`src/rtl/edge_detect_multi.sv`:
```
// Per-channel synchronise, debounce and edge-pulse for asynchronous board inputs.
// Latency: input stable before edge 1 -> level/p/any update at edge SYNC_STAGES+DEBOUNCE_CYCLES.
// Backpressure: none; p/any are single-cycle events with no handshake.
module edge_detect_multi #(
    parameter int N               = 8,
    parameter int SYNC_STAGES     = 2,
    parameter int DEBOUNCE_CYCLES = 4
) (
    input  logic         clk,
    input  logic         rst,
    input  logic [N-1:0] a,
    input  logic [1:0]   mode,
    output logic [N-1:0] level,
    output logic [N-1:0] p,
    output logic         any
);
    localparam int CW = (DEBOUNCE_CYCLES > 1) ? $clog2(DEBOUNCE_CYCLES) : 1;
    localparam logic [CW-1:0] CNT_LAST = CW'(DEBOUNCE_CYCLES - 1);

    // Stage 0 takes the raw input; stage SYNC_STAGES-1 is the synchronised value.
    logic [SYNC_STAGES-1:0][N-1:0] sync_q;
    logic [N-1:0]                  s;
    logic [N-1:0][CW-1:0]          cnt_q;
    logic [N-1:0][CW-1:0]          cnt_d;
    logic [N-1:0]                  level_d;
    logic [N-1:0]                  p_d;

    assign s = sync_q[SYNC_STAGES-1];

    always_comb begin
        cnt_d   = cnt_q;
        level_d = level;
        for (int i = 0; i < N; i++) begin
            if (s[i] == level[i]) begin
                cnt_d[i] = '0;
            end else if (cnt_q[i] == CNT_LAST) begin
                level_d[i] = s[i];
                cnt_d[i]   = '0;
            end else begin
                cnt_d[i] = cnt_q[i] + 1'b1;
            end
        end
        // Pulses come from the level transition itself, so mode only matters at the accept edge.
        p_d = (level_d & ~level & {N{mode[0]}}) |
              (~level_d & level & {N{mode[1]}});
    end

    always_ff @(posedge clk) begin
        if (rst) begin
            sync_q <= '0;
            cnt_q  <= '0;
            level  <= '0;
            p      <= '0;
            any    <= 1'b0;
        end else begin
            sync_q <= {sync_q[SYNC_STAGES-2:0], a};
            cnt_q  <= cnt_d;
            level  <= level_d;
            p      <= p_d;
            any    <= |p_d;
        end
    end

endmodule

```
`config.mk`:
```
export PLATFORM = sky130hd
export DESIGN_NAME = edge_detect_multi
export DESIGN_NICKNAME = d
export VERILOG_FILES = /design/src/rtl/edge_detect_multi.sv
export SDC_FILE = /design/constraint.sdc
export NUM_CORES = 1
export LEC_CHECK = 0
export CAP_MARGIN = 10
export CORE_MARGIN = 3
export CORE_UTILIZATION = 35
export CTS_CLUSTER_SIZE = 14
export DETAILED_ROUTE_END_ITERATION = 12
export SKIP_CTS_REPAIR_TIMING = 1
export SLEW_MARGIN = 20
export SYNTH_ARGS = -nofsm -noshare
export SYNTH_HDL_FRONTEND = slang
export SYNTH_SLANG_ARGS = --single-unit
```
`constraint.sdc`:
```
create_clock -name clk -period 1.68 [get_ports clk]
set_input_delay 0.168 -clock clk [delete_from_list [all_inputs] [get_ports clk]]
set_output_delay 0.168 -clock clk [all_outputs]
set_load 0.1 [all_outputs]
```
Word level (Yosys, flattened, before mapping)
Index checks and enable logic that the tools add are counted.

Register bits after elaboration: 49. Latch bits: 0. Memory bits (writable): 0. Bits in read-only memories: 0. Output and inout port bits: 17. Memories: 0.

$add $sub $neg: 8. Multipliers: 0. Div/mod/pow operators: 0. $lt $le $gt $ge: 0. Eq/ne operators: 16. Shifts and indexed selects: 0. Multiplexer cells: 16. Bitwise gates (word level): 7. Reductions and logical operators: 9.

Operators by type and width (number): 8-bit AND (4); 3-bit OR reduction (8); 2-bit by 1-bit adder with 2-bit output, second input constant (8); 2-bit equality test, second input constant (8); 1-bit two-way mux (16); 8-bit inverter (2); 1-bit equality test (8); 8-bit OR (1); 8-bit OR reduction (1).

Longest topological paths before layout
Gate-level depths: netlist of the first run.

Depth after elaboration: 8. Depth in mapped cells: 4. Gate-level depth less buffers: 4.

Least setup slack after synthesis of the first run
Ideal clock, no wire load.

Path kind: register -> register. Start point: reg level[4]. End point: reg any. Arrival time: 1653 ps. Required time: 1543 ps. Setup slack: -110 ps. Cell stages (with the launch flop): 5. Path buffers: 0. Period minus slack after synthesis: 1790 ps. Cells stage by stage: dfxtp_1 and2b_1 a22oi_1 o22a_1 a41oi_2.

Longest elaborated chain between the ends: 7.

RTL lines: start: declaration (RTL line 13) `output logic [N-1:0] level,`; start signal: assignment (RTL line 58) `level <= level_d;`; 1-bit two-way mux or 1-bit equality test (tied branches) (RTL line 36, 34); 1-bit two-way mux (RTL line 34) `if (s[i] == level[i]) begin`; 8-bit inverter (RTL line 45) `(~level_d & level & {N{mode[1]}});`; 8-bit AND (2 in series) (RTL line 45); 8-bit OR (*) (RTL line 44) `p_d = (level_d & ~level & {N{mode[0]}}) |`; 8-bit OR reduction (*) (RTL line 60) `any <= |p_d;`; end signal: assignment (RTL line 60); end: declaration (RTL line 15) `output logic any`.

Mark *: on every way between the ends. The rest lies on a longest branch, timed or not. A chain may end at the register's enable or synchronous reset.

Final worst setup path of the first run
Start point: in mode[1]. End point: reg any.

Longest elaborated chain between the ends: 3.

RTL lines: start: declaration (RTL line 12) `input logic [1:0] mode,`; 8-bit AND (RTL line 45); 8-bit OR (RTL line 44); 8-bit OR reduction (RTL line 60).

Every way passes these cells.

==> results of run 1 <==
==> per-layer routing <==
layer | global-route usage | up-vias
li1 | - | 639
met1 | 0.138 | 527
met2 | 0.156 | 31
met3 | 0.0434 | 4
met4 | 0.0427 | 0
met5 | 0 | -
==> final timing paths <==
| path | end | startpoint |
|---|---|---|
| max | any$_SDFF_PP0_ | mode[1] |
| max reg2reg | any$_SDFF_PP0_ | level[0]$_SDFF_PP0_ |
| min | cnt_q[2]$_SDFF_PP0_ | cnt_q[2]$_SDFF_PP0_ |
| min reg2reg | cnt_q[2]$_SDFF_PP0_ | cnt_q[2]$_SDFF_PP0_ |
==> worst reg2reg max path: cells and delay by family (launching register included) <==
| kind | cells | cell delay, ps |
|---|---|---|
| AND/OR/NAND/NOR | 1 | 140 |
| flip-flops | 1 | 340 |
| AO/OA/AOI/OAI | 3 | 560 |
==> placed cells by master (no fill, tap or decap) <==
cell type / count
o22a_1: 1
nor3_1: 3
xnor2_1: 2
a2bb2oi_2: 1
o21ai_1: 2
ha_1: 8
a22oi_1: 3
bufinv_16: 1
a41oi_2: 1
nor2_1: 35
inv_1: 11
buf_4: 16
nor2b_2: 2
clkdlybuf4s50_1: 11
a22oi_2: 1
dfxtp_2: 7
and2_4: 1
buf_12: 5
and2b_1: 2
clkbuf_8: 6
a22o_2: 3
mux2i_1: 8
or3_1: 2
nor2b_1: 24
and3b_1: 4
nand2_1: 3
clkbuf_1: 1
o21ai_0: 6
dfxtp_1: 42
==> power by group <==
part | leakage [nW] | switching, mW | internal (mW)
combinational | 0.493 | 0.0401 | 0.0548
sequential | 0.402 | 0.0103 | 1.18
clock | 0.0585 | 0.356 | 0.485
==> final cells by class <==
| type | instances | area, um^2 | share of cell area |
|---|---|---|---|
| inverter | 11 | 41.3 | 0.0179 |
| clock inverter | 1 | 30.0 | 0.0131 |
| sequential | 49 | 990 | 0.430 |
| timing repair buffer | 32 | 330 | 0.144 |
| multi-input combinational | 112 | 739 | 0.321 |
| clock buffer | 7 | 86.3 | 0.0375 |
| tap | 67 | 83.8 | 0.0364 |
==> cell families (layout without fill, tap and decap cells) <==
kind of cell,count (synthesis),count (layout),synth area share
buf+inv,15,51,0.0330
fa+ha+maj,8,8,0.0563
mux,8,8,0.0450
compound gates,18,18,0.0816
flops,49,49,0.551
simple gates,76,76,0.223
xor+xnor,2,2,0.00985
==> per-stage QoR <==
stage | cell area (um^2) | util | setup WS (ps) | total power, mW
3_3_place_gp | 2180 | 0.454 | 161 | 1.32
6_report | 2300 | 0.478 | 454 | 2.13
3_5_place_dp | 2180 | 0.454 | 130 | 1.32
4_1_cts | 2300 | 0.478 | 450 | 2.16
2_1_floorplan | 1790 | - | 5.10 | 1.27
5_1_grt | 2300 | 0.478 | 357 | 2.23
==> state kept, by name, summed over array words and instances (netlist names) <==
| name | flops |
|---|---|
| any | 1 |
| level | 8 |
| sync_q | 8 |
| cnt_q | 16 |
| p | 8 |
| s | 8 |
==> metrics.md, run 1 <==
| Metric | Value |
|---|---|
| Run status | finished, final reports clean |
| DPL Wire Length | about 2200 um |
| Total Neg Setup Slack | 0 ps |
| Worst VDD drop | roughly 0.00054 V |
| YS warnings | 0 |
| Area delta synth->final | 29.3% |
| Crit. path cell count | 5 |
| Number of clock sinks | about 50 |
| # diodes | 0 |
| DIE AREA | around 6000 um^2 |
| Worst path slowest cell | clkdlybuf4s50_1 |
| Critical path arrival | around 1400 ps |
| Register-to-register setup slack | 520 ps |
| Unrepaired setup endpoints after global routing | false |
| Min-Delay Path Class | flip-flop to flip-flop |
| Worst Tran Pin Value | around 300 ps |
| Placer's final routability congestion estimate | ~0.76 |
| Synthesized area | 1780 um^2 |
| Cts bufs inserted | 5 |
| Slew Limit Fails | 0 |
| Critical path type | input pin to flip-flop |
| CP delay by family, top | buffers and inverters |
| I/O Pins | 29 |
| Synth top cells by count | dfxtp_1 (49), nor2_1 (35), nor2b_1 (24), inv_1 (11) |
| Area leader, netlist | dfxtp_1 |
| Global-route wire length before repair | around 5000 um |
| Main synth FF type | dfxtp_1 |
| Final net count | between 200 and 250 |
| Highest metal used | met4 |
| Initial antenna violation count | 0 |
| Drt initial violations | 43 |
| DR DRC count | 0 |
| Critical Path Max Stage Delay | 560 ps |
| Finished Layout Cells | 279 |
| Number of max-cap violations | 0 |
| Synth unique cells | 25 |
| Critical Path End Type | flip-flop |
| WP data required | approximately 1900 ps |
| Post-synth EDFFs | 0 |
| Met3 routed WL | between 200 and 250 um |
| Largest net degree at the start of global routing | 20 |
| Congestion Overflow GR | 0 |
| Post-synth top area share | 0.551 |
| WL final | around 2800 um |
| Filler cells | 469 |
| Critical-path maximum fanout | 8 |
| Share of layout cells above drive strength 1 | 0.208 |
| R2r worst-path depth | 4 |
| Final Cycle Share | 0.730 |
| Yosys reg bits | 49 |
| Asr flop ratio synth | 0 |
| Total vias in the final route | approximately 1,200 |
| Root buf cell | clkbuf_8 |
| CTS HTree Levels | 2 |
| Min Clock Period, post-route | between 1000 and 1500 ps |
| Setup crit start kind | input pin |
| Post-route ant nets | 0 |
| Final hold vios | 0 |
| WL met2 | ~1200 um |
| Port bufs | 28 |
| Vias in the first global route | around 1,100 |
| Pre-Repair DR Iteration Count | 4 |
| Final Setup Violations | 0 |
| Buffers & Inverters on Critical Path | 1 |
| WL/cell | roughly 10 um |
| Hold Path Cell Cnt | 1 |
| Post-Place Cells | ~270 |
| Post-Synthesis Cells | roughly 180 |
| Peak Freq | ~820 MHz |
| Skew-Pair Late Insertion Delay | 290 ps |
| Clock-pin slew on the worst setup and hold paths | approximately 80 ps |
| Avg Inst Size Synth | slightly above 10 um^2 |
| Width of the die | a little under 80 um |
| DR vias/cell | around 4.3 |
| Maximum clock path buffer count | 2 |
| Pleak | between 0.9 and 1 nW |
| Ranking of synthesized cells by area | dfxtp_1 (55%), nor2b_1 (8.4%), nor2_1 (7.4%), ha_1 (5.6%), mux2i_1 (4.5%) |
| Starting Density | 0.369 |
| CP Cell Sequence | clkdlybuf4s50_1 -> and3b_1 -> o21ai_1 -> and2_4 -> a41oi_2 |
| Core area | roughly 4800 um^2 |
| Top-count cell post-synth | dfxtp_1 |
| Power Density | 926 nW/um^2 |
| Sequential element share of the synthesized area | 0.551 |
| Net Count, Synth | approximately 200 |
| Routed length on met1 | roughly 1400 um |
| FP Rows | 25 |
| CTS tree | yes |
| Die H | approximately 77 um |
| GRT Total Usage | 0.106 |
| WHS | ~420 ps |
| Final Skew | around 3.8 ps |
| Slew headroom | 0.797 |
No activity file was read; power rests on OpenSTA's default activity.
==> run 2, diff against run 1 <==
==> constraint.sdc (replaced) <==
create_clock -name clk -period 1.1 [get_ports clk]
set_input_delay 0.11 -clock clk [delete_from_list [all_inputs] [get_ports clk]]
set_output_delay 0.11 -clock clk [all_outputs]
set_load 0.1 [all_outputs]
==> metrics.md, run 2 (same netlist as run 1, synthesis figures left out) <==
| Metric | Value |
|---|---|
| Pleak | 1.13 nW (+18%) |
| DR vias/cell | 4.36 (+1.3%) |
| DPL Wire Length | 2440 um (+13%) |
| Failing checks | negative setup slack |
| Fin worst setup slack | -21.8 ps (-475 ps) |
| Final net count | 255 (+10%) |
| Vias in the first global route | 1,288 (+15%) |
| # diodes | 0 (unchanged) |
| Critical path type | flip-flop to flip-flop |
| Final Setup Violations | 1 (+1) |
| Skew-Pair Late Insertion Delay | 290 ps (about the same) |
| Port bufs | 28 (unchanged) |
| DR DRC count | 0 (unchanged) |
| CP startpoint | level[6]$_SDFF_PP0_ |
| CTS tree | yes |
| Slew Limit Fails | 0 (unchanged) |
| Peak Freq | 891 MHz |
| Number of max-cap violations | 0 (unchanged) |
| Finished Layout Cells | 303 (+8.6%) |
| Final core utilization | 0.574 (+0.0966) |
| Most common cell after layout, fill and taps aside | dfxtp_1 |
| Starting Density | 0.369 (unchanged) |
| Largest net degree at the start of global routing | 15 (-25%) |
| Hold path startpoint | a[0] |
| Worst path slowest cell | dfxtp_4 |
| Critical Path End Type | flip-flop |
| Total vias in the final route | 1,321 (+10%) |
| Min Clock Period, post-route | 1120 ps |
| Die H | 77.3 um (unchanged) |
| CP Cell Sequence | nor2b_1 -> a22o_2 -> a2bb2oi_2 -> a41oi_2 |
| Clock-pin slew on the worst setup and hold paths | 90 ps (about the same) |
| Critical Path Max Stage Delay | 350 ps (-210 ps) |
| Root buf cell | clkbuf_8 |
| Initial antenna violation count | 0 (unchanged) |
| Share of layout cells above drive strength 1 | 0.390 (+0.182) |
| Place WS | -385 ps (-514 ps) |
| Filler cells | 415 (-12%) |
| I/O Pins | 29 (unchanged) |
| CP delay by family, top | compound AO/OA/AOI/OAI gates |
| GRT Total Usage | 0.116 (+0.00959) |
| Maximum clock path buffer count | 2 (unchanged) |
| Number of clock sinks | 49 (unchanged) |
| Worst VDD drop | 0.000942 V (+75%) |
| Run status | finished with violations |
| Power Density | 1190 nW/um^2 (+29%) |
| Buffers & Inverters on Critical Path | 0 (-1) |
| Unrepaired setup endpoints after global routing | true |
| Global-route wire length before repair | 5540 um (+11%) |
| Slew headroom | 0.754 (-0.0439) |
| Worst Tran Pin Value | 369 ps (+66.2 ps) |
| Drt initial violations | 54 (+26%) |
| DIE AREA | 5980 um^2 (unchanged) |
| Total Neg Setup Slack | -21.8 ps (-21.8 ps) |
| Post-Place Cells | 294 (+8.5%) |
| Critical path arrival | 1300 ps (-100 ps) |
| Placer's final routability congestion estimate | 0.724 (-4.9%) |
| Max reg flops | 16 (unchanged) |
| Crit Reg-Reg Startpoint | level[6]$_SDFF_PP0_ |
| Width of the die | 77.3 um (unchanged) |
| Cts bufs inserted | 5 (unchanged) |
| Min-Delay Path Class | input pin to flip-flop |
| Final Cycle Share | 1.02 |
| CTS HTree Levels | 2 (unchanged) |
| FP Rows | 25 (unchanged) |
| Pre-Repair DR Iteration Count | 3 (-1) |
| Setup crit start kind | flip-flop |
| WL/cell | 10.9 um (+6.6%) |
| Core area | 4820 um^2 (unchanged) |
| Biggest register | cnt_q |
| Total Power | 3.29 mW (+55%) |
| Final hold vios | 0 (unchanged) |
| Congestion Overflow GR | 0 (unchanged) |
| Area delta synth->final | 55.5% |
| WL final | 3290 um (+16%) |
| Critical-path maximum fanout | 3 (-5) |
| Post-route ant nets | 0 (unchanged) |
| WP data required | 1280 ps (-570 ps) |
| Most frequent cells in the layout | dfxtp_1 (34), nor2_1 (32), buf_4 (26), nor2b_1 (19), buf_12 (17) |
| Final Skew | 4.76 ps (+0.985 ps) |
[run 2: cell types whose count changed in the layout (fill, tap and decap cells not counted), sizes merged]
cell / previous run / this run
dlymetal6s2s: 0 / 2
clkdlybuf4s50: 11 / 9
buf: 21 / 45
[run 2: per-layer routing]
layer  vias up  wire length, um  track usage
met5         -                0            0
met4         0               34       0.0320
met3         4              129       0.0364
met2        22             1650        0.202
met1       605             1480        0.136
li1        690                -            -
[run 2: per-stage QoR]
| stage | hold slack, ps | cell area (um^2) |
|---|---|---|
| after floorplan | 238 | 1810 |
| after global placement | 409 | 2530 |
| after detailed placement | 413 | 2530 |
| after CTS | 351 | 2650 |
| after global routing | 351 | 2770 |
| final | 357 | 2770 |
[run 2: layout make-up]
cell class / instances / area (um^2) / area share
multi-input combinational: 112 / 832 / 0.301
tap: 67 / 83.8 / 0.0303
clock buffer: 7 / 86.3 / 0.0312
sequential: 49 / 1020 / 0.369
clock inverter: 1 / 30.0 / 0.0109
inverter: 11 / 41.3 / 0.0149
timing repair buffer: 56 / 673 / 0.243
[run 2: report_power, final]
part,internal [mW],switching (mW)
Sequential,1.79,0.0192
Clock,0.741,0.555
Combinational,0.113,0.0738
[run 2: worst reg2reg max path, cell delays in order, from the launching register on]
cell	delay, ps
dfxtp_4	350
nor2b_1	140
a22o_2	280
a2bb2oi_2	130
a41oi_2	110
[run 2: final timing paths]
kind	to	slack [ps]	cells after the start
min	sync_q[0]$_SDFF_PP0_	360	2
max	any$_SDFF_PP0_	-20	4
min reg2reg	cnt_q[0]$_SDFF_PP0_	420	1
max reg2reg	any$_SDFF_PP0_	-20	4
==> run 3, diff against run 2 <==
--- a/config.mk
+++ b/config.mk
@@ -5,11 +5,13 @@
 export SDC_FILE = /design/constraint.sdc
 export NUM_CORES = 1
 export LEC_CHECK = 0
-export CAP_MARGIN = 10
+export ABC_CLOCK_PERIOD_IN_PS = 1100
+export CAP_MARGIN = 20
 export CORE_MARGIN = 3
 export CORE_UTILIZATION = 35
 export CTS_CLUSTER_SIZE = 14
 export DETAILED_ROUTE_END_ITERATION = 12
+export DONT_BUFFER_PORTS = 1
 export SKIP_CTS_REPAIR_TIMING = 1
 export SLEW_MARGIN = 20
 export SYNTH_ARGS = -nofsm -noshare
==> metrics.md, run 3 (same netlist as run 1, synthesis figures left out) <==
| Metric | Value |
|---|---|
| Setup crit start kind | flip-flop |
| Fin worst setup slack | -21.8 ps (-0.000100 ps) |
| GRT Total Usage | 0.104 (-0.0122) |
| Starting Density | 0.369 (unchanged) |
| Area occupied by multi-input gates | 790 um^2 (-5.1%) |
| Die H | 77.3 um (unchanged) |
| Filler cells | 441 (+6.3%) |
| # diodes | 0 (unchanged) |
| Port bufs | 0 (-100%) |
| Area delta synth->final | 37.5% |
| Core area | 4820 um^2 (unchanged) |
| Slew Limit Fails | 0 (unchanged) |
| FP Rows | 25 (unchanged) |
| Post-Place Cells | 261 (-11%) |
| Register area | 1010 um^2 (-0.49%) |
| Largest net degree at the start of global routing | 42 (+27) |
| WP data required | 1280 ps (about the same) |
| Min-Delay Path Class | input pin to flip-flop |
| Maximum clock path buffer count | 2 (unchanged) |
| Final Skew | 4.96 ps (+0.200 ps) |
| Critical Path Max Stage Delay | 360 ps (about the same) |
| Biggest register | cnt_q |
| Number of max-cap violations | 0 (unchanged) |
| Worst VDD drop | 0.000832 V (-12%) |
| Worst Tran Pin Value | 295 ps (-74.5 ps) |
| Vias in the first global route | 1,155 (-10%) |
| Unrepaired setup endpoints after global routing | true |
| Pleak | 0.986 nW (-12%) |
| CTS tree | yes |
| Critical path type | flip-flop to flip-flop |
| Hold path startpoint | rst |
| WL final | 3150 um (-4.3%) |
| Total Neg Setup Slack | -21.8 ps (-0.000100 ps) |
| Final Cycle Share | 1.02 (about the same) |
| Final net count | 231 (-9.4%) |
| Cts bufs inserted | 5 (unchanged) |
| Register-to-register setup slack | -20 ps (about the same) |
| Post-route ant nets | 0 (unchanged) |
| Run status | finished with violations |
| CP Cell Sequence | nor2b_4 -> a22o_4 -> a22oi_2 -> a41oi_2 |
| Final core utilization | 0.508 (-0.0665) |
| Failing checks | negative setup slack |
| Critical Path End Type | flip-flop |
| Initial antenna violation count | 0 (unchanged) |
| DIE AREA | 5980 um^2 (unchanged) |
| Peak Freq | 891 MHz (about the same) |
| Most frequent cells in the layout | dfxtp_1 (38), nor2_1 (34), nor2b_1 (22), inv_1 (11), buf_4 (11) |
| Number of clock sinks | 49 (unchanged) |
| Congestion Overflow GR | 0 (unchanged) |
| Area after DPL | 2160 um^2 (-15%) |
| Skew-Pair Late Insertion Delay | 300 ps (about the same) |
| Most common cell after layout, fill and taps aside | dfxtp_1 |
| Power Density | 1320 nW/um^2 (+11%) |
| CTS HTree Levels | 2 (unchanged) |
| Min Clock Period, post-route | 1120 ps (+0.000100 ps) |
| WL/cell | 11.3 um (+4.0%) |
| Drt initial violations | 7 (-87%) |
| Place WS | -58.5 ps (+326 ps) |
| Critical path arrival | 1300 ps (about the same) |
| Max reg flops | 16 (unchanged) |
| Global-route wire length before repair | 4900 um (-12%) |
| Finished Layout Cells | 279 (-7.9%) |
| Slew headroom | 0.802 (+0.0480) |
| Worst path slowest cell | dfxtp_4 |
| Root buf cell | clkbuf_8 |
| Final hold vios | 0 (unchanged) |
| DR vias/cell | 4.39 (+0.79%) |
| Critical-path maximum fanout | 4 (+1) |
| Total vias in the final route | 1,226 (-7.2%) |
| Total Power | 3.22 mW (-2.2%) |
| WHS | 16.4 ps (-341 ps) |
| Crit Reg-Reg Startpoint | level[0]$_SDFF_PP0_ |
| I/O Pins | 29 (unchanged) |
| CP startpoint | level[0]$_SDFF_PP0_ |
| Final Setup Violations | 1 (unchanged) |
| Share of layout cells above drive strength 1 | 0.288 (-0.102) |
| DR DRC count | 0 (unchanged) |
| Fin area | 2450 um^2 (-12%) |
| Pre-Repair DR Iteration Count | 4 (+1) |
| Placer's final routability congestion estimate | 0.740 (+2.2%) |
| Width of the die | 77.3 um (unchanged) |
| Clock-pin slew on the worst setup and hold paths | 80 ps (about the same) |
| DPL Wire Length | 2030 um (-17%) |
==> run 3: final timing paths <==
path / end / cells after the start
max: any$_SDFF_PP0_ / 4
min: cnt_q[14]$_SDFF_PP0_ / 3
max reg2reg: any$_SDFF_PP0_ / 4
min reg2reg: cnt_q[8]$_SDFF_PP0_ / 1
==> run 3: area by class of cell <==
cell class | instances | share of cell area
multi-input cells | 112 | 0.323
repair buffers | 32 | 0.164
well taps | 67 | 0.0343
clock inverters | 1 | 0.0123
inverters | 11 | 0.0169
clock buffers | 7 | 0.0353
flip-flops and latches | 49 | 0.415
==> run 3: worst max-delay path, delay by kind of cell, from the launching register on <==
kind	cells	cell delay, ps
AND/OR/NAND/NOR	1	120
AO/OA/AOI/OAI	3	530
flip-flops	1	360
==> run 3: report_power, final <==
| part | internal (mW) | total, mW | switching (mW) |
|---|---|---|---|
| Combinational | 0.0715 | 0.124 | 0.0520 |
| Clock | 0.741 | 1.29 | 0.552 |
| Sequential | 1.79 | 1.80 | 0.0151 |
| Total | 2.60 | 3.22 | 0.619 |
==> run 3: metal layers <==
| layer | track usage | vias up | routed length (um) |
|---|---|---|---|
| li1 | - | 645 | - |
| met5 | 0 | - | 0 |
| met3 | 0.0434 | 5 | 153 |
| met1 | 0.109 | 555 | 1410 |
| met2 | 0.179 | 21 | 1540 |
| met4 | 0.0480 | 0 | 46 |
